--- src/rtl/bounce_generator.sv ---
// Button-bounce emulator: turns a clean level into repeatable LFSR-timed chatter followed by a settled level.
// Optional build macro BOUNCE_GEN_RANDOM_COUNT_EN draws the glitch count per edge from the LFSR.
module bounce_generator #(
    parameter int          MAX_BOUNCES   = 4,
    parameter int          GLITCH_W      = 3,
    parameter int          SETTLE_CYCLES = 16,
    parameter logic [15:0] SEED          = 16'hACE1
) (
    input  logic clk_i,
    input  logic rst_i,
    input  logic level_i,
    output logic bouncy_o,
    output logic busy_o,
    output logic done_o
);
    localparam int PW = $clog2(MAX_BOUNCES + 1);
    localparam int SW = $clog2(SETTLE_CYCLES + 1);
    localparam int CW = GLITCH_W + 1;
    localparam logic [15:0] SEED_EFF = (SEED == 16'h0000) ? 16'h0001 : SEED;

    typedef enum logic [1:0] {
        S_IDLE   = 2'd0,
        S_BOUNCE = 2'd1,
        S_SETTLE = 2'd2
    } state_t;

    state_t          state_q, state_d;
    logic            stable_q, stable_d;
    logic            target_q, target_d;
    logic            phase_q, phase_d;
    logic [PW-1:0]   pairs_q, pairs_d;
    logic [CW-1:0]   seg_cnt_q, seg_cnt_d;
    logic [SW-1:0]   settle_cnt_q, settle_cnt_d;
    logic [15:0]     lfsr_q, lfsr_d;
    logic            bouncy_q, bouncy_d;
    logic            busy_q, busy_d;
    logic            done_q, done_d;

    logic [CW-1:0]   seg_len;
    logic [PW-1:0]   n_sel;

    assign lfsr_d  = {1'b0, lfsr_q[15:1]} ^ (lfsr_q[0] ? 16'hB400 : 16'h0000);
    assign seg_len = {1'b0, lfsr_q[GLITCH_W-1:0]} + CW'(1);

`ifdef BOUNCE_GEN_RANDOM_COUNT_EN
    logic [PW-1:0] n_rand;
    assign n_rand = lfsr_q[8 +: PW];
    // Out-of-range draws (zero or above the cap) fall back to the full count.
    assign n_sel  = (n_rand != '0 && int'(n_rand) <= MAX_BOUNCES) ? n_rand : PW'(MAX_BOUNCES);
`else
    assign n_sel  = PW'(MAX_BOUNCES);
`endif

    always_comb begin
        state_d      = state_q;
        stable_d     = stable_q;
        target_d     = target_q;
        phase_d      = phase_q;
        pairs_d      = pairs_q;
        seg_cnt_d    = seg_cnt_q;
        settle_cnt_d = settle_cnt_q;
        bouncy_d     = bouncy_q;
        busy_d       = busy_q;
        done_d       = 1'b0;

        case (state_q)
            S_IDLE: begin
                bouncy_d = stable_q;
                busy_d   = 1'b0;
                if (level_i != stable_q) begin
                    target_d  = level_i;
                    pairs_d   = n_sel;
                    seg_cnt_d = seg_len;
                    phase_d   = 1'b0;
                    bouncy_d  = level_i;
                    busy_d    = 1'b1;
                    state_d   = S_BOUNCE;
                end
            end
            S_BOUNCE: begin
                if (seg_cnt_q == CW'(1)) begin
                    if (!phase_q) begin
                        phase_d   = 1'b1;
                        bouncy_d  = ~target_q;
                        seg_cnt_d = seg_len;
                    end else if (pairs_q > PW'(1)) begin
                        pairs_d   = pairs_q - PW'(1);
                        phase_d   = 1'b0;
                        bouncy_d  = target_q;
                        seg_cnt_d = seg_len;
                    end else begin
                        bouncy_d     = target_q;
                        settle_cnt_d = SW'(SETTLE_CYCLES);
                        state_d      = S_SETTLE;
                    end
                end else begin
                    seg_cnt_d = seg_cnt_q - CW'(1);
                end
            end
            S_SETTLE: begin
                bouncy_d = target_q;
                if (settle_cnt_q == SW'(1)) begin
                    stable_d = target_q;
                    busy_d   = 1'b0;
                    done_d   = 1'b1;
                    state_d  = S_IDLE;
                end else begin
                    settle_cnt_d = settle_cnt_q - SW'(1);
                end
            end
            default: begin
                state_d  = S_IDLE;
                bouncy_d = stable_q;
                busy_d   = 1'b0;
            end
        endcase
    end

    always_ff @(posedge clk_i or posedge rst_i) begin
        if (rst_i) begin
            state_q      <= S_IDLE;
            stable_q     <= 1'b0;
            target_q     <= 1'b0;
            phase_q      <= 1'b0;
            pairs_q      <= '0;
            seg_cnt_q    <= '0;
            settle_cnt_q <= '0;
            lfsr_q       <= SEED_EFF;
            bouncy_q     <= 1'b0;
            busy_q       <= 1'b0;
            done_q       <= 1'b0;
        end else begin
            state_q      <= state_d;
            stable_q     <= stable_d;
            target_q     <= target_d;
            phase_q      <= phase_d;
            pairs_q      <= pairs_d;
            seg_cnt_q    <= seg_cnt_d;
            settle_cnt_q <= settle_cnt_d;
            lfsr_q       <= lfsr_d;
            bouncy_q     <= bouncy_d;
            busy_q       <= busy_d;
            done_q       <= done_d;
        end
    end

    assign bouncy_o = bouncy_q;
    assign busy_o   = busy_q;
    assign done_o   = done_q;
endmodule
--- config.mk ---
export PLATFORM = sky130hd
export DESIGN_NAME = bounce_generator
export DESIGN_NICKNAME = d
export VERILOG_FILES = /design/src/rtl/bounce_generator.sv
export SDC_FILE = /design/constraint.sdc
export NUM_CORES = 1
export LEC_CHECK = 0
export CAP_MARGIN = 40
export CORE_MARGIN = 1.5
export CORE_UTILIZATION = 64
export CTS_CLUSTER_DIAMETER = 50
export DETAILED_ROUTE_END_ITERATION = 6
export PLACE_DENSITY = 0.82
export RECOVER_POWER = 25
export SLEW_MARGIN = 20
export SYNTH_ARGS = -nofsm -noshare
export SYNTH_HDL_FRONTEND = slang
export SYNTH_SLANG_ARGS = --single-unit
--- constraint.sdc ---
create_clock -name clk_i -period 4 [get_ports clk_i]
set_input_delay 0.6 -clock clk_i [delete_from_list [all_inputs] [get_ports clk_i]]
set_output_delay 0.6 -clock clk_i [all_outputs]
set_load 0.02 [all_outputs]
==> results_dict.tcl, run 1 <==
set metrics [dict create \
    status "complete, but fails checks" \
    violations "capacitance limit, slew limit" \
    min_period_over_period_pct 58.71 \
    worst_skew_pair.late_latency_ps 340 \
    ctsHoldBuffers 0 \
    fmax_mhz 425.8 \
    cts_sinks 36 \
    stdcell_count 185 \
    drtIter0Drc 24 \
    areaGrowthSynthToFinish_pct 6.989 \
    seq_area_um2 910.9 \
    relSlewSlack_pct -18.78 \
    cp.arrival_ps 2470 \
    synth_common_cells "dfrtp_1 (28), inv_1 (12), o21ai_0 (12)" \
    drv_cap 1 \
    num_vias 1103 \
    holdCritPathClass "register to register" \
    path_class "input pin to asynchronous set/reset pin" \
    synth_top_area_share_pct 41.64 \
    drc 0 \
    grt_antenna_before_repair 0 \
    start_util_pct 67.93 \
    ir_worst_vdd_uv 398.3 \
    antenna_left 0 \
    required_ps 4120 \
    power_density_nw_per_um2 598.3 \
    ys_seq_elements 36 \
    reg2regPathDepth 5 \
    utilization_pct 72.68 \
    multi_input_area_um2 699.4 \
    grt_max_degree 37 \
    syn-cell-area_um2 1683 \
    ys_async_sr_fraction_pct 100.0 \
    cts_resized 0 \
    fp.dieW_um 54.28 \
    die_h_um 54.28 \
    tritoncts "built" \
    clk_path_buf_depth 2 \
    num-nets-final 167 \
    finClkSkew_ps 9.724 \
    postCtsSetupRepairBufs 0 \
    whs_path_depth 0 \
    via_per_inst 5.962 \
    track_usage_pct 23.57 \
    rows 18 \
    grt_pass1_vias 1003 \
    setup.worst_path.end_class "asynchronous set/reset pin" \
    setup-violations-final 0 \
    wl_mm 2.819 \
    hold_violations 0 \
    clk_pin_slew_worst_paths_ps 100 \
    post-route-min-period_ps 2349 \
    pin_count 6 \
    dp_cells 178 \
    synthFlopType "dfrtp_1" \
    io_buffers 5 \
    core_um2 2477 \
    yosysMostFrequentCell "dfrtp_1" \
    total_power_mw 1.077 \
    dieArea_um2 2946 \
    rsz0062_at_grt "no" \
    ys_warn_count 0 \
    maxSlewViolCount 37 \
    synth_cell_type_count 47 \
    overflow 0 \
    avgSynthCellArea_um2 11.53 \
    synth_edf_count 0 \
    fill_cells 180 \
    antennaDiodeCount 0 \
    gp_congestion 0.8604 \
    cts_root_buf "clkbuf_4" \
    p_leak_nw 0.8605 \
    start_kind "input pin" \
    synth.top_cells.by_area "dfrtp_1 (42%), dfstp_2 (12%), ha_1 (6.7%)" \
    path_max_fanout 36 \
    cts-buffers-inserted 5 \
    ys_seq_area_share_pct 54.13 \
    first_pass_iters 4 \
    synthesis.instances 146 \
    dp_hpwl_mm 1.964 \
    h-tree-depth 2 \
    syn_nets 158 \
    final_layout_size_suffix_gt1_share_pct 17.42 \
    grt_pass1_wl_mm 4.698 \
    tns_ps 0 \
    routedWlPerCell_um 15.24 \
    worst_pin_slew_ps 1782 \
    yosys.area.top_type "dfrtp_1" \
]
==> cells by family (layout without fill, tap and decap cells) <==
group	Yosys count	after routing	share of synthesized area (%)
multiplexers	5	5	3.420
AND/OR/NAND/NOR	44	44	16.66
AO/OA/AOI/OAI	29	29	11.67
flip-flops	36	36	54.13
buffers and inverters	17	26	4.312
adder cells (fa/ha/maj)	9	9	6.692
XOR/XNOR	6	6	3.123
==> flip-flops by register name (all words and copies together), names as in the netlist <==
register and flops:
target_q 1, lfsr_q 16, phase_q 1, seg_cnt_q 4, settle_cnt_q 5, state_q 2
pairs_q 3, bouncy_o 1, stable_q 1, busy_o 1, done_o 1
==> final timing paths <==
check / from / slack (ps) / end
max in group clk_i: level_i / 1940 / seg_cnt_q[2]
setup reg to reg: seg_cnt_q[1] / 2200 / seg_cnt_q[0]
min in group asynchronous: rst_i / 1320 / state_q[1]
hold reg to reg: lfsr_q[6] / 360 / lfsr_q[5]
setup / recovery: rst_i / 1650 / lfsr_q[4]
hold / removal: lfsr_q[6] / 360 / lfsr_q[5]
==> through the flow <==
step           hold WS (ps)  instance area (um^2)  setup WS (ps)
5_1_grt               365.3                  1800           1161
4_1_cts               363.5                  1804           1949
6_report              362.7                  1800           1651
2_1_floorplan         331.2                  1683           2256
3_3_place_gp          345.6                  1754           1678
3_5_place_dp          339.9                  1754           1596
==> placed cells by master, fill, tap and decap left out, drive strengths merged, types with 2 or more instances in the layout <==
master	instances
a21oi	2
clkbuf	6
clkdlybuf4s50	4
dfrtp	28
dfstp	8
ha	9
inv	13
mux2	3
mux2i	2
nand2	11
nand3	3
nand4b	2
nor2	8
nor3	4
nor4	2
nor4b	2
o211a	2
o211ai	3
o21ai	12
or3	2
or4	2
xor2	5
==> routing by layer <==
metal / part of all wire [%] / GRT usage [%]
met1: 47 / 32.11
met4: 3.3 / 13.75
met3: 4.2 / 8.197
met2: 45 / 32.53
met5: 0 / 0
==> layout make-up <==
class,instances,area share (%)
multi-input cells,93,38.85
flip-flops and latches,36,50.59
well taps,30,2.085
clock inverters,2,0.6949
repair buffers,6,2.988
clock buffers,5,2.085
inverters,13,2.710
==> report_power, final <==
group,switching [mW],internal [mW]
Clock,0.118,0.0640
Combinational,0.197,0.183
Sequential,0.0811,0.434
Total,0.396,0.681
==> critical path, cell delays in order <==
cell	delay, ps
dlygate4sd3_1	530
inv_1	50
clkbuf_1	1280
(Power assumes the default switching activity.)
==> run 2, diff against run 1 <==
Settings changed: CORE_UTILIZATION 64 to 53, PLACE_DENSITY 0.82 to 0.72.
Clock period 4 ns to 2.1 ns, I/O delays scaled along.
==> run 2 against run 1 <==
Compared with the run above: the flow now finishes without violations; clock power rose to 2.6 times the previous value; via count increased by 1.5%; count of clock-buffer cells in the layout is the same; flip-flop and latch count is the same; design area increased by 3.5%; non-clock buffer count increased by 2; critical path type is now register to register; largest cell class unchanged; highest routed layer unchanged.
==> results_dict.tcl, run 2 (synthesized netlist as in run 1, its figures left out) <==
set metrics [dict create \
    pin_count 6 \
    num_vias 1119 \
    wl_mm 2.888 \
    cp.arrival_ps 2030 \
    seqPwrFrac_pct 44.3 \
    power_density_nw_per_um2 1179 \
    finClkSkew_ps 3.384 \
    largest_reg_flops 16 \
    worst_pin_slew_ps 837.4 \
    path_class "register to register" \
    clock_power_share_pct 21.7 \
    gp_congestion 0.8996 \
    reg2reg_from "seg_cnt_q[1]" \
    dieArea_um2 3522 \
    fmax_mhz 555.9 \
    p_int_mw 1.433 \
    post-route-min-period_ps 1799 \
    hold_violations 0 \
    final_layout_size_suffix_gt1_share_pct 20.25 \
    via_per_inst 5.540 \
    h-tree-depth 2 \
    die_h_um 59.35 \
    antennaDiodeCount 0 \
    p_leak_nw 0.8869 \
    cts-buffers-inserted 5 \
    layout_commonest_cell "dfrtp_1" \
    overflow 0 \
    maxSlewViolCount 0 \
    setup-violations-final 0 \
    cpPeakStageDelay_ps 410 \
    total_power_mw 2.198 \
    io_buffers 5 \
    ctsHoldBuffers 0 \
    num-nets-final 169 \
    r2r_setup_slack_ps 300 \
    antenna_left 0 \
    cts_root_buf "clkbuf_4" \
    drc 0 \
    holdCritPathClass "register to register" \
    postCtsSetupRepairBufs 0 \
    first_pass_iters 4 \
    fill_cells 244 \
    tns_ps 0 \
    grt_pass1_vias 1121 \
    grt_antenna_before_repair 0 \
    rsz0062_at_grt "no" \
    tritoncts "built" \
    worstSetupStartpoint "seg_cnt_q[1]" \
    track_usage_pct 20.22 \
    switchingPower_mw 0.7654 \
    areaGrowthSynthToFinish_pct 10.78 \
    status "complete, no violations" \
    crit_slowest_cell "dfrtp_1" \
    hp-start "lfsr_q[4]" \
    clk_path_buf_depth 2 \
    start_kind "register" \
    setup_ws_ps 301.0 \
    fin_hold_ws_ps 356.6 \
    top_register "lfsr_q" \
    dp_slack_ps 197.1 \
    reg2regPathDepth 5 \
    start_util_pct 55.58 \
    path_max_fanout 7 \
    rr_endpoint "seg_cnt_q[0]" \
    p_comb_share_pct 34.0 \
    routedWlPerCell_um 14.30 \
    clk_pin_slew_worst_paths_ps 110 \
    setup.worst_path.end_class "register" \
    grt_max_degree 37 \
    cts_sinks 36 \
    min_period_over_period_pct 85.67 \
    dp_hpwl_mm 2.049 \
    required_ps 2330 \
    rows 20 \
    grt_pass1_wl_mm 5.030 \
    drtIter0Drc 34 \
    drv_cap 0 \
    mostFrequentLayoutCells "dfrtp_1 (28), o21ai_0 (12), inv_1 (12), nand2_1 (10), ha_1 (9)" \
    swShare_pct 34.82 \
    worst_skew_pair.late_latency_ps 340 \
    relSlewSlack_pct 44.18 \
    critical_path.cell_chain "inv_1, ha_1, or3b_1, and2_0, o32a_1" \
    cts_resized 0 \
    core_um2 3028 \
    ir_worst_vdd_uv 522.2 \
    reg_top3 "lfsr_q (16), settle_cnt_q (5), seg_cnt_q (4)" \
    fp.dieW_um 59.35 \
    holdPathEnd "lfsr_q[3]" \
    whs_path_depth 0 \
]
run 2: cell count changes in the layout (fill, tap and decap cells not counted):
| cell | before | now |
|---|---|---|
| dfstp_2 | 7 | 8 |
| dfstp_1 | 1 | 0 |
| bufinv_16 | 0 | 1 |
| buf_4 | 0 | 2 |
| clkbuf_2 | 0 | 1 |
| clkbuf_1 | 1 | 0 |
run 2: worst max-delay path, delay by kind of cell (launching register included):
family          cells  cell delay (ps)
buf+inv             1               90
fa+ha+maj           1              180
compound gates      1              370
simple gates        2              640
flops               1              410
run 2: per-stage QoR:
stage	std cells	area, um^2	utilization (%)
final	202	1864	61.57
after global routing	202	1864	61.57
after CTS	202	1867	61.65
after detailed placement	194	1787	59.01
after global placement	194	1787	59.01
after floorplan	146	1683	-
run 2: power groups by stage:
stage	Clock, mW	Sequential, mW	Combinational [mW]
2_1_floorplan	0	0.964	0.568
3_3_place_gp	0	0.972	0.700
3_5_place_dp	0	0.981	0.741
4_1_cts	0.494	0.967	0.751
5_1_grt	0.527	0.998	0.849
6_report	0.476	0.974	0.748
run 2: worst max-delay path by stage:
stage	endpoint	slack, ps	cells past startpoint
2_1_floorplan	seg_cnt_q[0]	450	6
3_5_place_dp	seg_cnt_q[2]	200	5
6_report	seg_cnt_q[0]	300	5
4_1_cts	seg_cnt_q[0]	300	5
5_1_grt	seg_cnt_q[2]	150	6
3_3_place_gp	seg_cnt_q[2]	210	5
run 2: layout make-up:
cell class | instances | area [um^2] | share of cell area (%)
Sequential cell | 36 | 910.9 | 48.86
Multi-Input combinational cell | 93 | 699.4 | 37.52
Timing Repair Buffer | 8 | 70.07 | 3.758
Tap cell | 44 | 55.05 | 2.953
Inverter | 13 | 48.80 | 2.617
Clock inverter | 3 | 42.54 | 2.282
Clock buffer | 5 | 37.54 | 2.013
run 2: per-layer routing:
layer / wire [um] / GRT usage (%) / up-vias
met5: 0 / 0 / -
met4: 99 / 10.71 / 0
met1: 1381 / 25.76 / 540
met2: 1281 / 29.51 / 29
li1: - / - / 539
met3: 125 / 8.079 / 11
==> run 3, diff against run 2 <==
Settings changed: ABC_AREA set to 1.
==> run 3 against run 2 <==
Compared with the run above: sequential share of layout area rose by 1.1 points; clock skew rose by 10 ps; critical path depth fell by 4; design area fell by 2.3%; synthesized area fell by 1.9%; critical path type is now register to primary output; largest cell class unchanged.
==> results_dict.tcl, run 3 <==
set metrics [dict create \
    tns_ps 0 \
    num-nets-final 216 \
    drv_cap 0 \
    required_ps 1780 \
    cts_resized 0 \
    synth_top_area_share_pct 42.46 \
    min_period_over_period_pct 76.46 \
    yosys.area.top_type "dfrtp_1" \
    dp_hpwl_mm 2.115 \
    cts_sinks 36 \
    fp.dieW_um 58.80 \
    cp_top_family "buffers and inverters" \
    grt_max_degree 15 \
    crit_path_end "busy_o" \
    relSlewSlack_pct 69.81 \
    worst_skew_pair.late_latency_ps 330 \
    post-route-min-period_ps 1606 \
    cp_num_cells 1 \
    clk_pin_slew_worst_paths_ps 100 \
    via_per_inst 4.992 \
    synth_cell_type_count 17 \
    setup-violations-final 0 \
    layout_commonest_cell "nand2_1" \
    reg2reg_from "stable_q" \
    postCtsSetupRepairBufs 0 \
    gp_congestion 0.8303 \
    clk_path_buf_depth 2 \
    wl_mm 2.853 \
    path_class "register to primary output" \
    die_h_um 58.80 \
    cp.buffers_inverters 1 \
    mostFrequentLayoutCells "nand2_1 (63), dfrtp_1 (28), inv_1 (24), nor2_1 (17), nand3_1 (15)" \
    ys_seq_area_share_pct 55.19 \
    rr_endpoint "seg_cnt_q[3]" \
    critical_path.cell_chain "clkdlybuf4s50_1" \
    avgSynthCellArea_um2 8.640 \
    antenna_left 0 \
    start_util_pct 54.96 \
    yosysMostFrequentCell "nand2_1" \
    pin_count 6 \
    syn_nets 203 \
    ir_worst_vdd_uv 499.6 \
    rsz0062_at_grt "no" \
    ctsHoldBuffers 0 \
    top_register "lfsr_q" \
    synthesis.instances 191 \
    grt_pass1_wl_mm 5.078 \
    drtIter0Drc 82 \
    path_max_fanout 2 \
    cts_root_buf "clkbuf_4" \
    holdCritPathClass "register to register" \
    io_buffers 5 \
    syn-cell-area_um2 1650 \
    finClkSkew_ps 13.86 \
    start_kind "register" \
    r2r_setup_slack_ps 540 \
    reg_top3 "lfsr_q (16), settle_cnt_q (5), seg_cnt_q (4)" \
    ys_warn_count 0 \
    track_usage_pct 20.16 \
    areaGrowthSynthToFinish_pct 10.39 \
    setup.worst_path.end_class "primary output" \
    dieArea_um2 3457 \
    hold_violations 0 \
    synthFlopType "dfrtp_1" \
    grt_pass1_vias 1156 \
    first_pass_iters 7 \
    synth_common_cells "nand2_1 (63), dfrtp_1 (28), inv_1 (24)" \
    tritoncts "built" \
    total_power_mw 2.306 \
    maxSlewViolCount 0 \
    worstSetupStartpoint "busy_o" \
    drc 0 \
    ys_seq_elements 36 \
    power_density_nw_per_um2 1266 \
    cts-buffers-inserted 5 \
    utilization_pct 60.67 \
    cp.arrival_ps 1290 \
    status "complete, no violations" \
    h-tree-depth 2 \
    fmax_mhz 622.8 \
    final_layout_size_suffix_gt1_share_pct 9.756 \
    crit_slowest_cell "clkdlybuf4s50_1" \
    grt_antenna_before_repair 0 \
    overflow 0 \
    p_leak_nw 0.9865 \
    ys_async_sr_fraction_pct 100.0 \
    routedWlPerCell_um 11.99 \
    synth_edf_count 0 \
    num_vias 1188 \
    antennaDiodeCount 0 \
    largest_reg_flops 16 \
    rows 20 \
    worst_pin_slew_ps 452.4 \
    reg2regPathDepth 6 \
    synth.top_cells.by_area "dfrtp_1 (42%), nand2_1 (14%), dfstp_2 (13%)" \
    core_um2 3003 \
    cpPeakStageDelay_ps 600 \
]
## run 3: metal layers
layer | part of all wire, % | GRT usage [%]
met5 | 0 | 0
met4 | 1.6 | 6.818
met3 | 4.2 | 6.593
met2 | 48 | 32.22
met1 | 46 | 25.91
## run 3: cell type report
cell class	count	area (um^2)
Fill cell	271	1181
Sequential cell	36	910.9
Multi-Input combinational cell	130	645.6
Inverter	24	90.09
Clock buffer	8	68.82
Timing Repair Buffer	7	65.06
Tap cell	33	41.29
## run 3: kinds of logic after synthesis
group / count (synthesis) / synth area share (%)
AOI/OAI and AO/OA: 15 / 4.700
xor gates and xnor gates: 4 / 2.123
adders and majority gates: 9 / 6.823
buffers and inverters: 25 / 5.686
DFF: 36 / 55.19
and+or+nand+nor: 102 / 25.47
## run 3: through the flow
stage	worst slack, ps	cell area (um^2)	cells	hold slack, ps
2_1_floorplan	758.2	1650	191	331.2
3_3_place_gp	253.6	1753	230	339.3
3_5_place_dp	186.8	1753	230	341.0
4_1_cts	466.2	1822	238	278.5
5_1_grt	393.5	1822	238	372.3
6_report	494.3	1822	238	364.3
## run 3: how the worst min path moves through the flow
stage / slack [ps] / depth (start not counted) / to / from
2_1_floorplan: 330 / 0 / lfsr_q[2] / lfsr_q[3]
3_3_place_gp: 340 / 0 / lfsr_q[3] / lfsr_q[4]
3_5_place_dp: 340 / 0 / lfsr_q[7] / lfsr_q[8]
4_1_cts: 280 / 2 / seg_cnt_q[0] / rst_i
5_1_grt: 370 / 0 / lfsr_q[7] / lfsr_q[8]
6_report: 360 / 0 / lfsr_q[6] / lfsr_q[7]
## run 3: where the power goes
| part | internal (mW) | leakage, nW | switching, mW | total, mW |
|---|---|---|---|---|
| Combinational | 0.351 | 0.508 | 0.588 | 0.939 |
| Clock | 0.197 | 0.0386 | 0.205 | 0.402 |
| Sequential | 0.840 | 0.440 | 0.126 | 0.965 |
